`config.mk`:
```
export PLATFORM = sky130hd
export DESIGN_NAME = gpio_bus_arbiter
export DESIGN_NICKNAME = d
export VERILOG_FILES = /design/src/rtl/gpio_bus_arbiter.sv
export SDC_FILE = /design/constraint.sdc
export NUM_CORES = 1
export LEC_CHECK = 0
export ABC_AREA = 1
export BUFFER_PORTS_ARGS = -buffer_cell sky130_fd_sc_hd__buf_2
export CAP_MARGIN = 20
export CORE_MARGIN = 3
export CORE_UTILIZATION = 45
export DETAILED_ROUTE_END_ITERATION = 10
export GPL_ROUTABILITY_DRIVEN = 0
export GPL_TIMING_DRIVEN = 0
export PLACE_DENSITY = 0.75
export SYNTH_ARGS = -nofsm -noshare
export SYNTH_HDL_FRONTEND = slang
export SYNTH_SLANG_ARGS = --single-unit
export TNS_END_PERCENT = 50
```
`constraint.sdc`:
```
create_clock -name clk -period 2.5 [get_ports clk]
set_input_delay 0.375 -clock clk [delete_from_list [all_inputs] [get_ports clk]]
set_output_delay 0.375 -clock clk [all_outputs]
set_load 0.01 [all_outputs]
```
`src/rtl/gpio_bus_arbiter.sv`:
```
// Two-requester round-robin arbiter in front of a GPIO register bus.
// Each transaction runs IDLE -> ACCESS -> DONE, with illegal offsets blocked before they reach the bus.
module gpio_bus_arbiter #(
  parameter int ADDR_W = 32,
  parameter int DATA_W = 32
) (
  input  logic              clk,
  input  logic              rst_n,
  input  logic              m0_req,
  input  logic              m0_we,
  input  logic [ADDR_W-1:0] m0_addr,
  input  logic [DATA_W-1:0] m0_wdata,
  output logic              m0_gnt,
  output logic              m0_done,
  output logic [DATA_W-1:0] m0_rdata,
  output logic              m0_err,
  input  logic              m1_req,
  input  logic              m1_we,
  input  logic [ADDR_W-1:0] m1_addr,
  input  logic [DATA_W-1:0] m1_wdata,
  output logic              m1_gnt,
  output logic              m1_done,
  output logic [DATA_W-1:0] m1_rdata,
  output logic              m1_err,
  output logic              gpio_cs,
  output logic              gpio_we,
  output logic              gpio_re,
  output logic [ADDR_W-1:0] gpio_addr,
  output logic [DATA_W-1:0] gpio_wdata,
  input  logic [DATA_W-1:0] gpio_rdata
);

  typedef enum logic [1:0] {IDLE, ACCESS, DONE} state_t;

  state_t            state, next_state;
  logic              ptr, owner, lat_we;
  logic [ADDR_W-1:0] lat_addr;
  logic [DATA_W-1:0] lat_wdata, resp;
  logic              any_req, winner, illegal;

  // The pointer only matters when both requesters are high at the same time.
  assign any_req = m0_req | m1_req;
  assign winner  = (m0_req && m1_req) ? ptr : m1_req;
  assign illegal = (lat_addr[3:2] == 2'b11) || (lat_we && (lat_addr[3:2] == 2'b10));

  always_ff @(posedge clk or negedge rst_n) begin
    if (!rst_n) begin
      state     <= IDLE;
      ptr       <= 1'b0;
      owner     <= 1'b0;
      lat_we    <= 1'b0;
      lat_addr  <= '0;
      lat_wdata <= '0;
      resp      <= '0;
    end else begin
      state <= next_state;
      case (state)
        IDLE: begin
          if (any_req) begin
            owner     <= winner;
            lat_we    <= winner ? m1_we    : m0_we;
            lat_addr  <= winner ? m1_addr  : m0_addr;
            lat_wdata <= winner ? m1_wdata : m0_wdata;
          end
        end
        ACCESS: begin
          resp <= (!illegal && !lat_we) ? gpio_rdata : '0;
          ptr  <= ~owner;
        end
        default: ;
      endcase
    end
  end

  always_comb begin
    next_state = state;
    m0_gnt     = 1'b0;
    m1_gnt     = 1'b0;
    m0_done    = 1'b0;
    m1_done    = 1'b0;
    m0_rdata   = '0;
    m1_rdata   = '0;
    m0_err     = 1'b0;
    m1_err     = 1'b0;
    gpio_cs    = 1'b0;
    gpio_we    = 1'b0;
    gpio_re    = 1'b0;
    gpio_addr  = '0;
    gpio_wdata = '0;
    case (state)
      IDLE: begin
        if (any_req) next_state = ACCESS;
      end
      ACCESS: begin
        next_state = DONE;
        m0_gnt     = ~owner;
        m1_gnt     = owner;
        // An illegal access still occupies the slot but never touches the bus.
        if (!illegal) begin
          gpio_cs    = 1'b1;
          gpio_we    = lat_we;
          gpio_re    = ~lat_we;
          gpio_addr  = lat_addr;
          gpio_wdata = lat_wdata;
        end
      end
      DONE: begin
        next_state = IDLE;
        if (owner) begin
          m1_done  = 1'b1;
          m1_rdata = resp;
          m1_err   = illegal;
        end else begin
          m0_done  = 1'b1;
          m0_rdata = resp;
          m0_err   = illegal;
        end
      end
      default: next_state = IDLE;
    endcase
  end

endmodule

```
==> impl_metrics.csv, run 1 <==
group,metric,value,unit
critical_path,max_stage_delay,420,ps
logic_synthesis,synth_edf_count,0,
logic_synthesis,yosysMostFrequentCell,"inv_1",
global_route,grtUsageTotal,0.250,
critical_path,cpLargestDelayFamily,"buffers and inverters",
timing,setup_tns,0,ps
logic_synthesis,synth.distinct_cells,15,
global_route,grt_start_max_net_pins,54,
timing,rsz0062_at_grt,"no",
logic_synthesis,syn_area,6030,um2
logic_synthesis,async_flop_share,1.00,
clock_tree,postCtsHoldBufs,0,
cells_and_area,final_util,0.625,
floorplan,num_rows,41,
cells_and_area,n_antenna_cell,0,
floorplan,initial_core_util,0.468,
drt,dr.first_iter.drc_count,407,
critical_path,reg2reg_setup_slack,1020,ps
clock_tree,clkTransAtPathRegs,70,ps
run,maxCapViolations,0,
clock_tree,cts_resized,0,
power_and_ir_drop,powerDensity,994,nW/um2
logic_synthesis,ys_top_cells_by_area,"dfrtp_1, inv_1, nand3_1, nand2_1, nor2_1",
critical_path,cp.buffers_inverters,3,
logic_synthesis,synth_top_area_share,0.419,
drt,drt-vias-per-instance,4.61,
power_and_ir_drop,power.leakage,0.00524,uW
clock_tree,cts_setup_buffers,0,
critical_path,cp_cell_sequence,"o21ai_1 > nand2_1 > buf_2 > buf_6 > nor2_1 > buf_2",
floorplan,num_io_pins,303,
floorplan,die-area,14800,um2
drt,vias,6561,
drt,drc,0,
cells_and_area,num-nets-final,1414,
timing,max_slew_margin,0.532,
drt,ant_nets,0,
drt,wl_per_cell,13.3,um
logic_synthesis,ys_seq_area_frac,0.419,
clock_tree,cts_tree,"built",
power_and_ir_drop,power,8000,uW
timing,fmax,0.443,GHz
critical_path,worstSetupPathType,"flip-flop to primary output",
cells_and_area,area_delta_synth_final,33.5,%
clock_tree,cts_made_buffers,9,
global_route,antenna_found_initial,1,
critical_path,crit_required,2120,ps
timing,hold_violations,0,
clock_tree,clock_path_buffers,2,
timing,period_share,0.903,
timing,period_needed,2260,ps
clock_tree,cts-root-buf,"clkbuf_16",
logic_synthesis,postSynthAreaPerCell,6.46,um2
critical_path,cp_max_fo,10,
timing,timing.hold.ws,75.4,ps
global_route,grt_busiest_layer,"met2",
global_route,met3_usage,0.0469,
drt,first_pass_iters,5,
global_route,grt_pass1_wl,29.1,mm
global_route,groute.layer.met2.usage,0.438,
cells_and_area,num-fill-cells,1277,
critical_path,end_kind,"primary output",
clock_tree,insertion_delay,330,ps
critical_path,crit_path_frequent_cell,"buf_2",
drt,routed_wl,19.0,mm
global_route,grt_overflow,0,
logic_synthesis,syn_inst,934,
global_route,grt_pass1_vias,5994,
status,status,"finished clean",
clock_tree,h-tree-depth,3,
timing,worstMarginPinSlew,703,ps
floorplan,die_width,122,um
timing,fin_skew,6.88,ps
floorplan,fp.dieH,122,um
hold_path,hp-class,"input pin to asynchronous set/reset pin",
logic_synthesis,ys_ff_latch,101,
critical_path,startpoint_type,"flip-flop",
power_and_ir_drop,peakVddDrop,444,uV
floorplan,core_area,12900,um2
logic_synthesis,synth-main-ff-cell,"dfrtp_1",
critical_path,cp_slowest_cell,"dfrtp_1",
logic_synthesis,synthTopCellsByCount,"inv_1, nand2_1, nand3_1",
timing,drv_slew,0,
global_route,grt_use_met1,0.308,
critical_path,crit_arrival,1880,ps
place,hpwlAfterDp,15.1,mm
logic_synthesis,synth_top_area_cell,"dfrtp_1",
clock_tree,cts_sinks,101,
cells_and_area,drive_above_1_share,0.287,
logic_synthesis,syn_nets,1100,
logic_synthesis,ys_warn_count,0,
place,portBuffers,302,
timing,setup_viol_count_final,0,
[placed cells by master (no fill, tap or decap), drive strengths merged]
| cell type | instances |
|---|---|
| a21oi | 2 |
| o21ai | 34 |
| nor2 | 137 |
| nand2 | 204 |
| clkbuf | 31 |
| inv | 236 |
| nand3 | 162 |
| clkinv | 2 |
| buf | 342 |
| dfrtp | 101 |
[power breakdown]
part           internal, uW  total, uW  leakage (uW)  switching (uW)
Clock                   716       1290      0.000134             577
Combinational          1420       3980       0.00386            2560
Sequential             2380       2730       0.00125             349
Total                  4520       8000       0.00524            3480
[worst register-to-register path: stages (launching register included)]
cell      delay [ps]
dfrtp_1          430
a21oi_2          330
clkbuf_1         390
nand3_1          130
o21ai_0          110
[area by class of cell]
cell class                 count  area (um2)  area share
buffer                        58         338      0.0419
clock buffer                  12         256      0.0318
clock inverter                 2        10.0     0.00124
inverter                     236         886       0.110
multi-input combinational    539        2280       0.283
sequential                   101        2530       0.314
tap                          172         215      0.0267
timing repair buffer         303        1540       0.191
[metal layers]
metal | part of all wire | wire [um]
met5 | 0.00069 | 13
met4 | 0.027 | 503
met3 | 0.080 | 1510
met2 | 0.49 | 9380
met1 | 0.40 | 7550
[final timing paths]
check                                from             end  depth (start not counted)
hold / removal                      rst_n    lat_addr[10]                          1
hold reg to reg              lat_addr[28]    lat_addr[28]                          2
max in group asynchronous           rst_n         resp[6]                          2
min in group clk           gpio_rdata[27]        resp[27]                          3
setup reg to reg              lat_addr[3]        resp[21]                          4
setup / recovery              lat_addr[2]  gpio_wdata[23]                          6
[stage by stage]
step / setup WS, ps / instances / instance area (um2)
finish: 242 / 1423 / 8050
detailed placement: 533 / 1409 / 7790
floorplan: 971 / 934 / 6030
CTS: 158 / 1423 / 8050
global route: 54.6 / 1423 / 8050
global placement: -54.5 / 1408 / 7760
[flip-flops by register name (all words and copies together), names as in the netlist]
signal,flops
lat_wdata,32
state,2
owner,1
resp,32
lat_we,1
lat_addr,32
ptr,1
[cells by family after synthesis]
group | count (synthesis) | synth area share
AO/OA/AOI/OAI | 36 | 0.0305
flip-flops | 101 | 0.419
AND/OR/NAND/NOR | 503 | 0.348
buffers and inverters | 294 | 0.203
(Power assumes the default switching activity.)
==> run 2, diff against run 1 <==
- CORE_UTILIZATION: 45 -> 40
- PLACE_DENSITY: 0.75 -> 0.68
==> impl_metrics.csv, run 2 (synthesized netlist as in run 1, its figures left out) <==
group,metric,value,unit
status,status,"finished clean",
critical_path,worstSetupPathType,"flip-flop to primary output",
timing,max_slew_margin,0.542,
global_route,antenna_found_initial,0,
global_route,grtUsageTotal,0.228,
cells_and_area,final_util,0.552,
drt,ant_nets,0,
power_and_ir_drop,seqPwrFrac,0.337,
global_route,grt_busiest_layer,"met2",
drt,wl_per_cell,13.6,um
global_route,groute.layer.met2.usage,0.394,
timing,period_needed,2340,ps
power_and_ir_drop,peakVddDrop,491,uV
floorplan,core_area,14600,um2
cells_and_area,final_cell_count_no_fill,1435,
critical_path,cp_slowest_cell,"dfrtp_1",
place,portBuffers,302,
global_route,grt_pass1_vias,6157,
drt,dr.first_iter.drc_count,277,
power_and_ir_drop,power.leakage,0.00525,uW
timing,fin_skew,5.30,ps
timing,worstMarginPinSlew,687,ps
drt,drt-vias-per-instance,4.53,
clock_tree,clock_path_buffers,2,
floorplan,die-area,16600,um2
place,hpwlAfterDp,15.4,mm
critical_path,crit_path_frequent_cell,"buf_2",
power_and_ir_drop,combPwrFrac,0.493,
timing,period_share,0.935,
global_route,met3_usage,0.0448,
clock_tree,h-tree-depth,3,
critical_path,crit_arrival,1960,ps
floorplan,num_io_pins,303,
clock_tree,postCtsHoldBufs,0,
critical_path,end_kind,"primary output",
place,dpl.cell_count,1421,
clock_tree,cts_setup_buffers,0,
cells_and_area,layout_common_cells,"buf_2, inv_1, nand2_1, nand3_1, nor2_1",
clock_tree,clkTransAtPathRegs,70,ps
cells_and_area,area_delta_synth_final,34.1,%
floorplan,die_width,129,um
cells_and_area,regArea,2530,um2
cells_and_area,drive_above_1_share,0.287,
cells_and_area,num-nets-final,1414,
power_and_ir_drop,switching_share,0.436,
global_route,grt_pass1_wl,29.9,mm
global_route,grt_start_max_net_pins,54,
hold_path,hp-class,"input pin to asynchronous set/reset pin",
critical_path,cpLargestDelayFamily,"buffers and inverters",
run,maxCapViolations,0,
critical_path,startpoint_type,"flip-flop",
timing,hold_violations,0,
timing,fmax,0.428,GHz
critical_path,cp_max_fo,10,
critical_path,cp_cell_sequence,"o21ai_2 > nand2_1 > buf_2 > buf_6 > nor2_1 > buf_2",
floorplan,fp.dieH,129,um
drt,vias,6503,
timing,drv_slew,0,
cells_and_area,multi_input_area,2280,um2
floorplan,num_rows,44,
clock_tree,insertion_delay,350,ps
clock_tree,cts_sinks,101,
power_and_ir_drop,internal_power,4600,uW
cells_and_area,reg_top3,"lat_addr x32, lat_wdata x32, resp x32",
global_route,grt_overflow,0,
clock_tree,cts_tree,"built",
critical_path,cp.buffers_inverters,3,
cells_and_area,final_common_cell,"buf_2",
timing,setup_viol_count_final,0,
drt,first_pass_iters,4,
timing,rsz0062_at_grt,"no",
cells_and_area,num-fill-cells,1519,
cells_and_area,n_antenna_cell,0,
power_and_ir_drop,p_switching,3550,uW
power_and_ir_drop,p_clk_frac,0.170,
critical_path,max_stage_delay,430,ps
critical_path,crit_required,2120,ps
power_and_ir_drop,powerDensity,1010,nW/um2
clock_tree,cts-root-buf,"clkbuf_16",
floorplan,initial_core_util,0.412,
clock_tree,cts_made_buffers,9,
clock_tree,cts_resized,1,
drt,drc,0,
global_route,grt_use_met1,0.282,
drt,routed_wl,19.4,mm
[run 2: cell type report]
type | count | area share
buffer | 58 | 0.0418
clock buffer | 12 | 0.0305
tap | 184 | 0.0285
clock inverter | 2 | 0.00433
inverter | 236 | 0.110
multi-input combinational | 539 | 0.282
sequential | 101 | 0.312
timing repair buffer | 303 | 0.191
[run 2: path summary, 6_finish.rpt]
path                            slack (ps)            to           start  cells after the start
worst max-delay path                   160  gpio_addr[0]     lat_addr[2]                      6
worst min-delay path                    50   lat_addr[7]           rst_n                      1
worst max register to register        1030  lat_wdata[9]             ptr                      8
worst min register to register         480  lat_addr[30]    lat_addr[30]                      2
max in group asynchronous             1720      resp[21]           rst_n                      2
min in group clk                       250      resp[22]  gpio_rdata[22]                      3
[run 2: layer usage]
metal / routed length, um / up-vias / part of all wire
li1: - / 3348 / -
met1: 8230 / 2907 / 0.42
met2: 9470 / 219 / 0.49
met3: 1280 / 29 / 0.066
met4: 462 / 0 / 0.024
met5: 0 / - / 0
[run 2: metrics by stage]
step                      power, uW  area (um2)  setup TNS, ps  hold WS (ps)  worst slack [ps]
after floorplan                5340        6030              0          79.4               971
after global placement         6730        7770         -11970           463              -128
after detailed placement       6810        7800              0           450               360
after CTS                      8230        8090              0          77.7               139
after global routing           8860        8090              0          99.2              60.3
final                          8150        8090              0          52.0               164
[run 2: power by group through the flow]
stage	sequential [uW]	clock [uW]	combinational, uW
final	2740	1390	4020
after global routing	2830	1470	4550
after CTS	2740	1410	4070
after detailed placement	2750	0	4060
after global placement	2730	0	4000
after floorplan	2670	0	2670
